### config.mk
export PLATFORM = sky130hd
export DESIGN_NAME = stack_alu_unit
export DESIGN_NICKNAME = d
export VERILOG_FILES = /design/src/rtl/stack_alu_unit.sv
export SDC_FILE = /design/constraint.sdc
export NUM_CORES = 1
export LEC_CHECK = 0
export BUFFER_PORTS_ARGS = -buffer_cell sky130_fd_sc_hd__buf_2
export CAP_MARGIN = 20
export CORE_UTILIZATION = 30
export CTS_CLUSTER_DIAMETER = 60
export DETAILED_ROUTE_END_ITERATION = 16
export HOLD_SLACK_MARGIN = 0.1
export SLEW_MARGIN = 10
export SYNTH_ARGS = -nofsm -noshare
export SYNTH_HDL_FRONTEND = slang
export SYNTH_SLANG_ARGS = --single-unit
export TNS_END_PERCENT = 20
### constraint.sdc
create_clock -name clk -period 9.9 [get_ports clk]
set_clock_uncertainty 0.05 [all_clocks]
set_input_delay 0.99 -clock clk [delete_from_list [all_inputs] [get_ports clk]]
set_output_delay 0.99 -clock clk [all_outputs]
set_load 0.05 [all_outputs]
### src/rtl/stack_alu_unit.sv
// stack_alu_unit: register stack with ADD/SUB/AND/NOT/PUSH/POP, one request at a time
// Ports: clk, rst (async, active-high); start/op/din request inputs sampled in IDLE;
//        dout (last popped value), tos (top of stack, 0 when empty), count (valid entries);
//        busy (request executing), done (completion pulse), err (request rejected, with done);
//        zero (result/popped value was zero); full/empty decoded from count.
module stack_alu_unit #(
    parameter int DW    = 8,
    parameter int DEPTH = 8
) (
    input  logic                       clk,
    input  logic                       rst,
    input  logic                       start,
    input  logic [2:0]                 op,
    input  logic [DW-1:0]              din,
    output logic [DW-1:0]              dout,
    output logic [DW-1:0]              tos,
    output logic [$clog2(DEPTH):0]     count,
    output logic                       busy,
    output logic                       done,
    output logic                       err,
    output logic                       zero,
    output logic                       full,
    output logic                       empty
);
    localparam int AW = $clog2(DEPTH);
    localparam int CW = AW + 1;
    localparam logic [2:0] OP_ADD = 3'b000, OP_SUB = 3'b001, OP_AND = 3'b010,
                           OP_NOT = 3'b011, OP_PUSH = 3'b100, OP_POP = 3'b101;

    typedef enum logic {IDLE, EXEC} state_t;
    state_t state, state_n;

    logic [2:0]    op_r;
    logic [DW-1:0] din_r;
    logic [DW-1:0] mem [DEPTH];
    logic [AW-1:0] t_idx, b_idx, w_idx;
    logic [DW-1:0] a, b, res;
    logic [CW-1:0] count_n;
    logic          bad, we;

    // Indices wrap when the stack is too shallow; those cases are always rejected.
    assign t_idx = AW'(count - CW'(1));
    assign b_idx = AW'(count - CW'(2));
    assign a     = mem[b_idx];
    assign b     = mem[t_idx];
    assign full  = count == CW'(DEPTH);
    assign empty = count == '0;
    assign tos   = empty ? '0 : b;
    assign busy  = state == EXEC;
    assign we    = busy && !bad && op_r != OP_POP;

    always_comb begin
        state_n = (state == IDLE) ? (start ? EXEC : IDLE) : IDLE;
    end

    always_comb begin
        res     = '0;
        bad     = 1'b1;
        count_n = count;
        w_idx   = AW'(count);
        case (op_r)
            OP_ADD, OP_SUB, OP_AND: begin
                bad     = count < CW'(2);
                res     = (op_r == OP_ADD) ? a + b : (op_r == OP_SUB) ? a - b : a & b;
                count_n = count - CW'(1);
                w_idx   = b_idx;
            end
            OP_NOT: begin
                bad   = empty;
                res   = ~b;
                w_idx = t_idx;
            end
            OP_PUSH: begin
                bad     = full;
                res     = din_r;
                count_n = count + CW'(1);
            end
            OP_POP: begin
                bad     = empty;
                res     = b;
                count_n = count - CW'(1);
            end
            default: ;
        endcase
    end

    always_ff @(posedge clk or posedge rst) begin
        if (rst) state <= IDLE;
        else     state <= state_n;
    end

    always_ff @(posedge clk or posedge rst) begin
        if (rst) begin
            count <= '0;
            dout  <= '0;
            zero  <= 1'b0;
            done  <= 1'b0;
            err   <= 1'b0;
            op_r  <= '0;
            din_r <= '0;
        end else begin
            done <= busy;
            err  <= busy && bad;
            if (state == IDLE && start) begin
                op_r  <= op;
                din_r <= din;
            end
            if (busy && !bad) begin
                count <= count_n;
                zero  <= res == '0;
                if (op_r == OP_POP) dout <= res;
            end
        end
    end

    always_ff @(posedge clk) begin
        if (we) mem[w_idx] <= res;
    end
endmodule

==> reports/metrics.cfg, run 1 <==
[hold_path]
min_to=dout[3]$_DFFE_PP0P_
min_from=dout[3]$_DFFE_PP0P_
hold_path_depth=2
hp-class=reg -> reg

[floorplan]
die_h_um=138
row_count=49
die_w_um=138
io_pins=40
die-area_mm2=0.0190
start_util_pct=30.7
core_area_mm2=0.0180

[global_route]
grt_max_degree=60
grt_busiest_layer=met2
grt_overflow=0
grt_use_total_pct=16.2
grt_pass1_wl_mm=22.7
gr-usage-met2_pct=26.3
antenna_found_initial=0
grt_pass1_vias=4056
grt_use_met1_pct=21.3
use_met3_pct=1.95

[setup_path]
crit_required_ns=9.88
path_max_fanout=34
start_kind=flip-flop
critical_path.endpoint_type=flip-flop
cp-startpoint=count[1]$_DFFE_PP0P_
cp_data_arrival_time_ns=5.72
rr_worst_depth=12
slowest_stage=dfrtp_1
worst_path_largest_cell_delay_ns=1.01
critical_path_class=reg -> reg
r2r-end=mem[7][5]$_DFFE_PP_
path_cells=inv_1, ha_1, buf_4, mux4_2, mux2i_1, ha_1, nand2b_1, a2111oi_0, nand2b_1, and3_1, nor3_1, inv_1
reg2reg_from=count[1]$_DFFE_PP0P_
r2r_slack_ns=4.16

[synth]
synth_area_leader_cell=edfxtp_1
yosysSeqAreaShare_pct=47.0
syn-num-nets=499
yosys_warnings=0
netlist_top_cells_count=edfxtp_1, nor2_1, dfrtp_1
syn_area_mm2=0.00553
yosys-top-cells-area=edfxtp_1, dfrtp_1, mux4_2, ha_1, mux2_2
ys_ff_latch=91
synthCells=462
dominantRegCellSynth=edfxtp_1
synth_edf_count=64
async_reset_ff_share_pct=29.7
yosysMostFrequentCell=edfxtp_1
syn_area_per_cell_um2=12.0
synth_top_cell_area_share_pct=34.8
ys_types=53

[cts]
post_cts_buffers=0
cts_tree=yes
clock-sinks=91
numCtsBuffers=9
clock_latency_ns=0.35
holdBufCountCts=0
cts_max_path_buffers=2
cts_resized=0
cts-root-buf=clkbuf_16
h-tree-depth=3
clkTransAtPathRegs_ns=0.06

[sta]
drv_slew=0
finalSetupTns_ns=0
worstMarginPinSlew_ns=1.04
setup_viol=0
hold_viol_final=0
rsz0062_at_grt=false
relSlewSlack_pct=30.2
clock.fmax_mhz=174
timing.final.crit_share_pct=58.0
timing.final.crit_period_ns=5.74

[placement]
gp_congestion=0.872
io_buffers=39
dpl.hpwl_mm=10.2

[routing]
drtAntennaViolNets=0
drc=0
drt_pass1_iterations=5
avgViaCountPerCell=5.43
wirelength_mm=14.4
wl_per_cell_um=20.0
route.vias.total=3913
first_iter_violations=257

[layout]
num-fill-cells=1796
antenna_cells=0
fin_nets=524
drive_above_1_share_pct=23.4
syn_to_final_growth_pct=12.4

[run]
max_cap_viol_count=0

[status]
status=completed

-- state kept, by name (all words and copies together), names as in the netlist --
signal  count
count       4
dout        8
mem        64
done        1
op_r        3
busy        1
din_r       8
zero        1
err         1
-- cell usage in the layout (no fill, tap or decap), types with 4 or more instances in the layout --
cell and n:
a31oi_1 4, dfrtp_1 26, a22oi_1 5, a21oi_1 17, ha_1 21, nor2_1 39, buf_4 4, xnor2_1 7
mux2i_1 24, nand2_1 24, o21ai_0 16, clkbuf_16 9, and3_1 4, nor3b_1 14, mux2_2 23, nand3_1 8
nand3b_1 6, nor2b_1 9, nor3_1 13, mux4_2 26, nand2b_1 8, o211ai_1 4, edfxtp_1 64, o22ai_1 7
inv_1 22, buf_2 39
-- layout make-up --
type	count	area, um2	area share (%)
clock buffers	9	225	3.63
inverters	22	82.6	1.33
multi-input cells	319	2730	43.9
flip-flops and latches	91	2600	41.8
well taps	229	287	4.61
clock inverters	6	40.0	0.645
repair buffers	44	253	4.07
-- per-stage QoR --
stage | hold WS, ns | worst slack [ns] | utilization, % | cells | instance area, um2
4_1_cts | 0.440 | 4.11 | 34.3 | 719 | 6180
2_1_floorplan | 0.422 | 4.02 | - | 462 | 5530
3_3_place_gp | 0.411 | 4.32 | 32.8 | 704 | 5920
5_1_grt | 0.480 | 3.58 | 34.5 | 720 | 6210
3_5_place_dp | 0.419 | 4.15 | 32.8 | 704 | 5920
6_report | 0.437 | 4.16 | 34.5 | 720 | 6210
-- how the worst max path moves through the flow --
stage | end | slack [ns] | depth (start not counted)
after floorplan | mem[0][7]$_DFFE_PP_ | 4.02 | 19
after global placement | mem[2][4]$_DFFE_PP_ | 4.32 | 14
after detailed placement | zero$_DFFE_PP0P_ | 4.15 | 15
after CTS | zero$_DFFE_PP0P_ | 4.11 | 15
after global routing | mem[7][5]$_DFFE_PP_ | 3.58 | 12
final | mem[7][5]$_DFFE_PP_ | 4.16 | 12
-- worst max-delay path: cells and delay by family (launching register included) --
kind / cells / cell delay [ns]
compound gates: 1 / 0.56
fa+ha+maj: 2 / 0.80
buf+inv: 3 / 0.96
flops: 1 / 1.01
mux: 2 / 0.94
simple gates: 4 / 1.08
-- per-layer routing --
layer  vias up  routed length [um]
li1       1778                   -
met3        22                 763
met2       149                6950
met5         -                   0
met4         0                 296
met1      1964                6350
-- logic make-up (layout without fill, tap and decap cells) --
family / count (synthesis) / count (layout) / share of synthesized area (%)
buf+inv: 52 / 81 / 3.69
mux: 75 / 75 / 20.2
xor+xnor: 10 / 10 / 1.92
flops: 91 / 91 / 47.0
simple gates: 139 / 139 / 13.1
fa+ha+maj: 23 / 23 / 5.48
compound gates: 72 / 72 / 8.62
Power of run 1 is not shown: default switching activity piles up to over one toggle a cycle in this logic, so the estimate is an artifact.
==> run 2, diff against run 1 <==
Clock period 9.9 ns to 5.5 ns, I/O delays scaled along.
==> reports/metrics.cfg, run 2 (synthesis results as in run 1) <==
[layout]
num-fill-cells=1802
antenna_cells=0
final_common_cell=edfxtp_1
largest-register=mem
fin_util_pct=34.8
drive_above_1_share_pct=23.6
seq_area_mm2=0.00260
largest_reg_flops=64
final_cells=724
reg_top3=mem x64, din_r x8, dout x8
final_cell_mix=edfxtp_1, nor2_1, buf_2
multi_input_area_mm2=0.00273
syn_to_final_growth_pct=13.4
fin_nets=527

[floorplan]
die-area_mm2=0.0190
die_h_um=138
start_util_pct=30.7
row_count=49
die_w_um=138
io_pins=40
core_area_mm2=0.0180

[setup_path]
reg2reg_from=count[1]$_DFFE_PP0P_
r2r-end=zero$_DFFE_PP0P_
worst_path_largest_cell_delay_ns=0.70
critical_path.endpoint_type=flip-flop
cp_data_arrival_time_ns=5.03
path_cells=inv_1, ha_1, xnor2_4, mux4_2, mux2i_4, inv_1, ha_1, fa_1, mux2i_1, nor2_1, a21oi_1, o22ai_1, a211o_1, or4_1, o41ai_2
start_kind=flip-flop
crit_required_ns=5.70
path_max_fanout=18
critical_path_class=reg -> reg
slowest_stage=xnor2_4
rr_worst_depth=15
r2r_slack_ns=0.67

[routing]
route.vias.total=3996
wirelength_mm=14.6
avgViaCountPerCell=5.52
first_iter_violations=343
wl_per_cell_um=20.1
drtAntennaViolNets=0
drt_pass1_iterations=5
drc=0

[global_route]
grt_pass1_vias=4087
grt_pass1_wl_mm=23.1
grt_max_degree=59
grt_use_total_pct=16.5
antenna_found_initial=0
grt_overflow=0

[sta]
worstMarginPinSlew_ns=1.06
setup_slack_ns=0.669
finalSetupTns_ns=0
clock.fmax_mhz=207
drv_slew=0
timing.final.crit_share_pct=87.8
timing.final.crit_period_ns=4.83
setup_viol=0
rsz0062_at_grt=false
hold_viol_final=0
relSlewSlack_pct=28.8

[cts]
holdBufCountCts=0
h-tree-depth=3
clock_latency_ns=0.34
clock-sinks=91
cts_max_path_buffers=2
cts-root-buf=clkbuf_16
post_cts_buffers=0
cts_resized=0
numCtsBuffers=9
cts_tree=yes
clkTransAtPathRegs_ns=0.06

[hold_path]
hp-class=in -> async

[status]
status=completed

[placement]
dpl.cell_count=706
dpl.hpwl_mm=10.5
place_ws_ns=0.721
gp_congestion=0.947
io_buffers=39

[run]
max_cap_viol_count=0

-- run 2: through the flow --
step                hold WS [ns]  cell area, um2
finish                     0.178            6270
CTS                        0.377            6230
global placement           0.413            5940
global route               0.221            6270
detailed placement         0.419            5940
floorplan                  0.422            5540
-- run 2: area by class of cell --
class	instances	area share [%]
clock inverter	5	0.938
timing repair buffer	47	4.39
multi-input combinational	319	43.6
tap	229	4.57
sequential	91	41.5
inverter	22	1.32
clock buffer	11	3.71
-- run 2: worst max path at each step --
stage | slack (ns) | depth (start not counted) | start | end
detailed placement | 0.72 | 15 | count[1]$_DFFE_PP0P_ | zero$_DFFE_PP0P_
global placement | 0.79 | 15 | count[0]$_DFFE_PP0P_ | zero$_DFFE_PP0P_
CTS | 0.70 | 15 | count[1]$_DFFE_PP0P_ | zero$_DFFE_PP0P_
floorplan | 0.06 | 18 | count[0]$_DFFE_PP0P_ | zero$_DFFE_PP0P_
global route | 0.39 | 13 | count[1]$_DFFE_PP0P_ | zero$_DFFE_PP0P_
finish | 0.67 | 15 | count[1]$_DFFE_PP0P_ | zero$_DFFE_PP0P_
-- run 2: critical path: cells and delay by family, from the launching register on --
kind                       cells  cell delay (ns)
buffers and inverters          2             0.22
DFF                            1             0.35
adders and majority gates      3             0.96
and+or+nand+nor                2             0.60
AOI/OAI and AO/OA              4             1.01
muxes                          3             0.82
xor gates and xnor gates       1             0.70
-- run 2: per-layer routing --
| layer | vias up | routed length [um] | GRT usage (%) | share of wire [%] |
|---|---|---|---|---|
| met3 | 28 | 933 | 2.83 | 6.4 |
| met2 | 171 | 6970 | 26.9 | 48 |
| met5 | - | 0 | 0 | 0 |
| met1 | 2000 | 6260 | 21.8 | 43 |
| met4 | 0 | 396 | 6.52 | 2.7 |
| li1 | 1797 | - | - | - |
Power of run 2 is left out for the same reason.
==> run 3, diff against run 2 <==
Settings changed: CTS_BUF_LIST set to sky130_fd_sc_hd__clkbuf_4.
==> reports/metrics.cfg, run 3 (synthesis results as in run 1) <==
[sta]
rsz0062_at_grt=false
drv_slew=0
worstMarginPinSlew_ns=1.10
hold_viol_final=0
hold-worst-slack_ns=0.256
finalSetupTns_ns=0
clock.fmax_mhz=208
timing.final.crit_share_pct=87.5
setup_viol=0
setup_slack_ns=0.690
relSlewSlack_pct=26.3
timing.final.crit_period_ns=4.81

[setup_path]
r2r_slack_ns=0.69
cpLargestDelayFamily=compound AO/OA/AOI/OAI gates
crit_required_ns=5.83
reg2reg_from=count[1]$_DFFE_PP0P_
cp_data_arrival_time_ns=5.14
worst_path_largest_cell_delay_ns=0.70
critical_path_class=reg -> reg
critical_path.endpoint_type=flip-flop
crit_buf_inv=2
r2r-end=zero$_DFFE_PP0P_
path_cells=inv_1, ha_1, xnor2_4, mux4_2, mux2i_4, inv_1, ha_1, fa_1, mux2i_1, nor2_1, a21oi_1, o22ai_1, a211o_1, or4_1, o41ai_2
path_max_fanout=18
start_kind=flip-flop
slowest_stage=xnor2_4
rr_worst_depth=15

[placement]
gp_congestion=0.947
dpl.cell_count=706
place_ws_ns=0.721
io_buffers=39
dpl.hpwl_mm=10.5

[run]
max_cap_viol_count=0

[global_route]
grt_max_degree=59
grt_pass1_vias=4092
antenna_found_initial=1
grt_use_total_pct=16.5
grt_overflow=0
grt_pass1_wl_mm=23.2

[floorplan]
die_w_um=138
row_count=49
die-area_mm2=0.0190
start_util_pct=30.7
io_pins=40
die_h_um=138
core_area_mm2=0.0180

[layout]
largest_reg_flops=64
drive_above_1_share_pct=24.0
final_cell_mix=edfxtp_1, nor2_1, buf_2
fin_nets=528
final_common_cell=edfxtp_1
final_cells=726
syn_to_final_growth_pct=10.9
reg_top3=mem x64, din_r x8, dout x8
largest-register=mem

[cts]
clock_latency_ns=0.47
clkTransAtPathRegs_ns=0.14
cts_resized=0
clock-sinks=91
numCtsBuffers=9
cts_tree=yes
cts-root-buf=clkbuf_4
h-tree-depth=3
cts_max_path_buffers=2

[routing]
wl_per_cell_um=20.0
wl_met2_mm=6.97
drc=0
dr.max_layer_used=met4
wl_met1_mm=6.07
routed-wl-met3_mm=1.09
drt_pass1_iterations=5
avgViaCountPerCell=5.47
wirelength_mm=14.6
drtAntennaViolNets=0
route.vias.total=3970
first_iter_violations=373

[hold_path]
hp-class=in -> reg
min_from=din[5]
hold_path_depth=2
min_to=din_r[5]$_DFFE_PP0P_

[status]
status=completed

run 3: how the worst max path moves through the flow:
stage,startpoint,end,slack (ns),cells past startpoint
3_5_place_dp,count[1]$_DFFE_PP0P_,zero$_DFFE_PP0P_,0.72,15
5_1_grt,count[1]$_DFFE_PP0P_,mem[0][7]$_DFFE_PP_,0.36,12
3_3_place_gp,count[0]$_DFFE_PP0P_,zero$_DFFE_PP0P_,0.79,15
2_1_floorplan,count[0]$_DFFE_PP0P_,zero$_DFFE_PP0P_,0.06,18
6_report,count[1]$_DFFE_PP0P_,zero$_DFFE_PP0P_,0.69,15
4_1_cts,count[1]$_DFFE_PP0P_,zero$_DFFE_PP0P_,0.68,15
run 3: routing by layer:
metal	track usage, %	up-vias
li1	-	1788
met3	3.05	36
met5	0	-
met1	21.7	1983
met2	26.7	163
met4	6.88	0
run 3: cell type report:
type,instances,area [um2]
Clock buffer,11,82.6
Clock inverter,5,58.8
Inverter,22,82.6
Antenna cell,1,2.50
Tap cell,229,287
Timing Repair Buffer,48,285
Fill cell,1826,11900
Multi-Input combinational cell,319,2730
Sequential cell,91,2600
run 3: worst reg2reg max path: stages (launching register included):
cell	delay, ns
dfrtp_1	0.38
inv_1	0.10
ha_1	0.29
xnor2_4	0.70
mux4_2	0.45
mux2i_4	0.23
inv_1	0.12
ha_1	0.24
fa_1	0.43
mux2i_1	0.14
nor2_1	0.06
a21oi_1	0.21
o22ai_1	0.12
a211o_1	0.39
or4_1	0.54
o41ai_2	0.28
run 3: what timing repair did:
item	4_1_cts	5_1_grt
buffers inserted	0	0
hold buffers	0	1
endpoints found under the hold margin	0	10
run 3: metrics by stage:
stage               utilization, %  instance area [um2]
global route                  34.0                 6130
CTS                           33.7                 6080
detailed placement            33.0                 5940
floorplan                        -                 5540
global placement              33.0                 5940
finish                        34.0                 6130
Power of run 3 is left out for the same reason.
